--- config.mk ---
export PLATFORM = sky130hd
export DESIGN_NAME = seg7_scan_ctrl
export DESIGN_NICKNAME = d
export VERILOG_FILES = /design/src/rtl/seg7_pkg.sv /design/src/rtl/seg7_hex_decoder.sv /design/src/rtl/seg7_scan_ctrl.sv
export SDC_FILE = /design/constraint.sdc
export NUM_CORES = 1
export LEC_CHECK = 0
export ABC_AREA = 1
export BUFFER_PORTS_ARGS = -buffer_cell sky130_fd_sc_hd__clkbuf_2
export CAP_MARGIN = 15
export CORE_MARGIN = 4
export CORE_UTILIZATION = 30
export CTS_CLUSTER_SIZE = 14
export DETAILED_ROUTE_END_ITERATION = 10
export GPL_ROUTABILITY_DRIVEN = 1
export MAX_ROUTING_LAYER = met4
export SLEW_MARGIN = 5
export SYNTH_ARGS = -nofsm -noshare
export SYNTH_HDL_FRONTEND = slang
export SYNTH_SLANG_ARGS = --single-unit
--- constraint.sdc ---
create_clock -name clk -period 6 [get_ports clk]
set_input_delay 0.6 -clock clk [delete_from_list [all_inputs] [get_ports clk]]
set_output_delay 0.6 -clock clk [all_outputs]
set_load 0.01 [all_outputs]
--- src/rtl/seg7_pkg.sv ---
// seg7_pkg: shared constants for the 7-segment scan controller.
//   - Segment bit positions inside the {dp,g,f,e,d,c,b,a} byte.
//   - Active-high 7-bit glyphs ({g,f,e,d,c,b,a}) for hex digits 0..F and a blank pattern.
//   - hex_glyph(): nibble -> active-high glyph lookup.
package seg7_pkg;

  localparam int unsigned SEG_A  = 0;
  localparam int unsigned SEG_B  = 1;
  localparam int unsigned SEG_C  = 2;
  localparam int unsigned SEG_D  = 3;
  localparam int unsigned SEG_E  = 4;
  localparam int unsigned SEG_F  = 5;
  localparam int unsigned SEG_G  = 6;
  localparam int unsigned SEG_DP = 7;

  localparam logic [6:0] GLYPH_0   = 7'h3F;
  localparam logic [6:0] GLYPH_1   = 7'h06;
  localparam logic [6:0] GLYPH_2   = 7'h5B;
  localparam logic [6:0] GLYPH_3   = 7'h4F;
  localparam logic [6:0] GLYPH_4   = 7'h66;
  localparam logic [6:0] GLYPH_5   = 7'h6D;
  localparam logic [6:0] GLYPH_6   = 7'h7D;
  localparam logic [6:0] GLYPH_7   = 7'h07;
  localparam logic [6:0] GLYPH_8   = 7'h7F;
  localparam logic [6:0] GLYPH_9   = 7'h6F;
  localparam logic [6:0] GLYPH_A   = 7'h77;
  localparam logic [6:0] GLYPH_B   = 7'h7C;  // lower-case b
  localparam logic [6:0] GLYPH_C   = 7'h39;
  localparam logic [6:0] GLYPH_D   = 7'h5E;  // lower-case d
  localparam logic [6:0] GLYPH_E   = 7'h79;
  localparam logic [6:0] GLYPH_F   = 7'h71;
  localparam logic [6:0] SEG_BLANK = 7'h00;

  function automatic logic [6:0] hex_glyph(input logic [3:0] nibble);
    logic [6:0] glyph;
    unique case (nibble)
      4'h0: glyph = GLYPH_0;
      4'h1: glyph = GLYPH_1;
      4'h2: glyph = GLYPH_2;
      4'h3: glyph = GLYPH_3;
      4'h4: glyph = GLYPH_4;
      4'h5: glyph = GLYPH_5;
      4'h6: glyph = GLYPH_6;
      4'h7: glyph = GLYPH_7;
      4'h8: glyph = GLYPH_8;
      4'h9: glyph = GLYPH_9;
      4'hA: glyph = GLYPH_A;
      4'hB: glyph = GLYPH_B;
      4'hC: glyph = GLYPH_C;
      4'hD: glyph = GLYPH_D;
      4'hE: glyph = GLYPH_E;
      default: glyph = GLYPH_F;
    endcase
    return glyph;
  endfunction

endpackage

--- src/rtl/seg7_hex_decoder.sv ---
// seg7_hex_decoder: combinational hex nibble to active-high segment pattern.
// Ports:
//   i_nibble  hex value 0..F
//   i_blank   1: force all segments off
//   o_seg     {g,f,e,d,c,b,a}, 1 = segment lit (polarity applied by the caller)
module seg7_hex_decoder
  import seg7_pkg::*;
(
  input  logic [3:0] i_nibble,
  input  logic       i_blank,
  output logic [6:0] o_seg
);

  logic [6:0] w_seg;

  always_comb begin
    w_seg = i_blank ? SEG_BLANK : hex_glyph(i_nibble);
  end

  assign o_seg = w_seg;

endmodule

--- src/rtl/seg7_scan_ctrl.sv ---
// seg7_scan_ctrl: multi-digit 7-segment scan controller with double-buffered loading.
// A load writes a pending buffer; the displayed (shadow) buffer only changes at a frame
// boundary so a frame never mixes old and new digits.
// Optional build macro: SEG7_LEADING_BLANK_EN blanks digits above the highest nonzero nibble
// (digit 0 is never blanked, dp still honoured).
// Ports:
//   clk         system clock, rising edge
//   reset       synchronous, active-high
//   load        1-cycle strobe capturing data_in/dp_in
//   data_in     hex nibbles, nibble k -> digit k (k=0 rightmost)
//   dp_in       decimal point per digit
//   BCD7        registered {anodes, dp,g,f,e,d,c,b,a}, polarity per parameters
//   frame_done  high during the last cycle of the last digit's slot
module seg7_scan_ctrl
  import seg7_pkg::*;
#(
  parameter int unsigned NUM_DIGITS       = 4,
  parameter int unsigned CLK_DIV          = 1000,
  parameter bit          ANODE_ACTIVE_LOW = 1'b1,
  parameter bit          SEG_ACTIVE_LOW   = 1'b1
) (
  input  logic                    clk,
  input  logic                    reset,
  input  logic                    load,
  input  logic [4*NUM_DIGITS-1:0] data_in,
  input  logic [NUM_DIGITS-1:0]   dp_in,
  output logic [NUM_DIGITS+7:0]   BCD7,
  output logic                    frame_done
);

  localparam int unsigned DivW = (CLK_DIV > 1) ? $clog2(CLK_DIV) : 1;
  localparam int unsigned DigW = $clog2(NUM_DIGITS);
  // XOR masks: an inactive pin equals the mask, so reset and polarity share one constant.
  localparam logic [NUM_DIGITS-1:0] AnodeOff = {NUM_DIGITS{ANODE_ACTIVE_LOW}};
  localparam logic [7:0]            SegOff   = {8{SEG_ACTIVE_LOW}};

  logic [DivW-1:0]         r_div_cnt;
  logic [DigW-1:0]         r_digit;
  logic [4*NUM_DIGITS-1:0] r_pend_data;
  logic [NUM_DIGITS-1:0]   r_pend_dp;
  logic                    r_pend_valid;
  logic [4*NUM_DIGITS-1:0] r_shadow_data;
  logic [NUM_DIGITS-1:0]   r_shadow_dp;
  logic [NUM_DIGITS+7:0]   r_bcd7;

  logic                    w_div_wrap;
  logic                    w_frame_end;
  logic [NUM_DIGITS-1:0]   w_blank_mask;
  logic [NUM_DIGITS-1:0]   w_anodes;
  logic [3:0]              w_nibble;
  logic                    w_dp;
  logic                    w_blank;
  logic [6:0]              w_seg;
  logic [7:0]              w_seg_hi;

  assign w_div_wrap  = (r_div_cnt == DivW'(CLK_DIV - 1));
  assign w_frame_end = w_div_wrap && (r_digit == DigW'(NUM_DIGITS - 1));
  // Decoded from registered counters so a load in this same cycle lands on the boundary.
  assign frame_done  = w_frame_end;

`ifdef SEG7_LEADING_BLANK_EN
  always_comb begin
    logic w_seen_nz;
    w_seen_nz    = 1'b0;
    w_blank_mask = '0;
    // Walk from the most significant digit down; blank until a nonzero nibble appears.
    for (int k = NUM_DIGITS - 1; k >= 1; k--) begin
      w_seen_nz       = w_seen_nz | (r_shadow_data[4*k +: 4] != 4'h0);
      w_blank_mask[k] = ~w_seen_nz;
    end
  end
`else
  assign w_blank_mask = '0;
`endif

  always_comb begin
    w_anodes = '0;
    w_nibble = 4'h0;
    w_dp     = 1'b0;
    w_blank  = 1'b0;
    for (int k = 0; k < NUM_DIGITS; k++) begin
      if (r_digit == DigW'(k)) begin
        w_anodes[k] = 1'b1;
        w_nibble    = r_shadow_data[4*k +: 4];
        w_dp        = r_shadow_dp[k];
        w_blank     = w_blank_mask[k];
      end
    end
  end

  seg7_hex_decoder u_dec (
    .i_nibble (w_nibble),
    .i_blank  (w_blank),
    .o_seg    (w_seg)
  );

  always_comb begin
    w_seg_hi                = 8'h00;
    w_seg_hi[SEG_G:SEG_A]   = w_seg;
    w_seg_hi[SEG_DP]        = w_dp;
  end

  always_ff @(posedge clk) begin
    if (reset) begin
      r_div_cnt     <= '0;
      r_digit       <= '0;
      r_pend_data   <= '0;
      r_pend_dp     <= '0;
      r_pend_valid  <= 1'b0;
      r_shadow_data <= '0;
      r_shadow_dp   <= '0;
      r_bcd7        <= {AnodeOff, SegOff};
    end else begin
      r_div_cnt <= w_div_wrap ? '0 : r_div_cnt + DivW'(1);
      if (w_div_wrap) begin
        r_digit <= w_frame_end ? '0 : r_digit + DigW'(1);
      end
      if (w_frame_end) begin
        // A load on the boundary bypasses the pending buffer and wins over it.
        r_pend_valid <= 1'b0;
        if (load) begin
          r_shadow_data <= data_in;
          r_shadow_dp   <= dp_in;
        end else if (r_pend_valid) begin
          r_shadow_data <= r_pend_data;
          r_shadow_dp   <= r_pend_dp;
        end
      end else if (load) begin
        r_pend_data  <= data_in;
        r_pend_dp    <= dp_in;
        r_pend_valid <= 1'b1;
      end
      r_bcd7 <= {w_anodes ^ AnodeOff, w_seg_hi ^ SegOff};
    end
  end

  assign BCD7 = r_bcd7;

endmodule
==> results.toml <==
[floorplanning]
rows = 36
die_area_sq_um = 11800
core_area_sq_um = 9820
die_y_um = 109
ios = 36
die_x_um = 109
initial_utilization = 0.310

[run]
maxCapViolations = 0

[clocking]
cts-root-buf = "clkbuf_8"
clkSinkCount = 65
htreeDepth = 3
postCtsSetupBuffers = 0
hold_buffers = 0
clk_pin_slew_ns = 0.07
cts_buffers = 9
cts_tree = "done"
worstSkewPairLatency_ns = 0.34
clock_path_buffers = 2
post_cts_resized = 0

[timing]
clock_skew_ns = 0.00834
fin_setup_tns_ns = 0
finalCritPeriodShare = 0.511
maxSlewHeadroom = 0.380
fin_crit_ns = 3.07
setup_viol = 0
max_freq_mhz = 326
finalHoldViolations = 0
rsz0062_at_grt = "false"
holdWs_ns = 0.450
worst_slew_pin_slew_ns = 0.931
maxSlewViolCount = 0

[cells_and_area]
num-fill-cells = 1068
multiInputGateArea_sq_um = 1520
area_delta_synth_final_pct = 14.3
n_antenna_cell = 0
finalNetCount = 489
fin_util = 0.354
register_area_sq_um = 1300
drive_above_1_share = 0.139

[synth]
synth_top_area_share = 0.427
syn-num-nets = 468
ys_seq_area_frac = 0.427
synthesis.area_sq_um = 3040
netlist_instances = 434
avgSynthCellArea_sq_um = 7.01
synth_top_cell_by_area = "dfxtp_1"
ys.warnings.count = 0
ys_seq_elements = 65
ys_types = 26
synth.area.top_cells = "dfxtp_1, nand2_1, nand3_1, a21oi_1, ha_1"

[setup_path]
endpoint_kind = "register"
required_ns = 6.18
arrival_ns = 3.24
criticalPathCategory = "in2reg"
path_max_fanout = 42
cp-start-kind = "input pin"

[power_and_ir_drop]
power_density_nw_per_um2 = 267
leakagePower_nw = 1.48
p_total_uw = 929
irDropWorstVdd_mv = 0.0809

[grt]
grt_pass1_wl_mm = 11.6
grt_pass1_vias = 2458
grt_max_degree = 44
overflow = 0
antenna_found_initial = 0
grt.total_usage = 0.127

[drt]
drc = 0
via_per_inst = 4.60
routedWlPerCell_um = 11.6
ant_nets = 0
first_pass_iters = 4
drt_iter0_markers = 188
routed_wl_mm = 6.90
vias = 2728

[place]
port_buffers = 35
hpwlAfterDp_mm = 4.84
globalplace.congestion = 0.821

[run_status]
status = "completed"

[worst_hold_path]
hold_class = "reg2reg"
[report_power, final]
group | internal, mW | leakage, nW | total, mW | switching, mW
combinational | 0.0197 | 0.835 | 0.0564 | 0.0366
clock | 0.255 | 0.115 | 0.424 | 0.169
sequential | 0.443 | 0.531 | 0.448 | 0.00518
[synth_stat cells (all sizes together)]
master and number:
clkinv 1, nor2 18, a21boi 1, and3 1, nor3 5, nand3b 1, o21ai 2, o31ai 1
ha 11, or2 3, inv 23, nor3b 1, a21oi 56, nand3 64, buf 15, xnor2 1
dfxtp 65, nand2 154, o211ai 1, clkbuf 10
[cell usage in the layout (no fill, tap or decap)]
cell type	instances
nand2_1	150
dfxtp_1	65
nand3_1	63
a21oi_1	56
clkbuf_2	35
inv_1	21
nor2_1	17
ha_1	11
clkbuf_8	11
nor3_1	5
nand2_2	4
clkinv_2	3
or2_2	3
inv_2	2
o21ai_0	2
bufinv_16	2
nand3_2	1
nor2_4	1
o31ai_1	1
o211ai_1	1
a21boi_2	1
nand3b_1	1
nor3b_1	1
xnor2_1	1
and3_1	1
clkinvlp_4	1
[through the flow]
stage	std cells	area, sq um	setup WS [ns]
4_1_cts	593	3480	2.93
3_3_place_gp	577	3250	2.67
2_1_floorplan	434	3040	4.04
3_5_place_dp	577	3250	2.58
6_report	593	3480	2.93
5_1_grt	593	3480	2.51
[critical path: stages]
cell	delay (ns)
clkbuf_2	0.57
inv_1	0.53
nand2_1	0.59
nand3_1	0.63
nand2_1	0.22
a21oi_1	0.08
[cell type report]
type | instances | area share
Sequential cell | 65 | 0.374
Tap cell | 133 | 0.0478
Clock inverter | 5 | 0.0223
Inverter | 24 | 0.0262
Multi-Input combinational cell | 320 | 0.436
Clock buffer | 11 | 0.0435
Timing Repair Buffer | 35 | 0.0503
[final timing paths]
path	start	end	slack [ns]	depth (start not counted)
worst max-delay path	load	r_shadow_data[1]$_SDFFE_PP0P_	2.93	6
worst min-delay path	r_div_cnt[0]$_SDFF_PP0_	r_div_cnt[0]$_SDFF_PP0_	0.45	1
worst max register to register	r_digit[1]$_SDFFE_PP0P_	BCD7[3]$_SDFF_PP1_	3.68	12
worst min register to register	r_div_cnt[0]$_SDFF_PP0_	r_div_cnt[0]$_SDFF_PP0_	0.45	1
[cells by family after synthesis]
logic type | Yosys count | synth area share
buffers and inverters | 49 | 0.0744
DFF | 65 | 0.427
AOI/OAI and AO/OA | 61 | 0.104
xor gates and xnor gates | 1 | 0.00288
adders and majority gates | 11 | 0.0452
and+or+nand+nor | 247 | 0.346
[flip-flops by register name, indices dropped and copies added, names as in the netlist]
name,flops
r_pend_data,16
r_shadow_data,16
r_pend_dp,4
BCD7,12
r_shadow_dp,4
r_div_cnt,10
r_pend_valid,1
r_digit,2
[metal layers]
layer / vias to the layer above / wire length (um) / global-route usage
met2: 66 / 3000 / 0.184
met4: 0 / 120 / 0.0541
met5: - / 0 / -
li1: 1444 / - / -
met3: 14 / 357 / 0.0332
met1: 1204 / 3410 / 0.168
(Power assumes the default switching activity.)
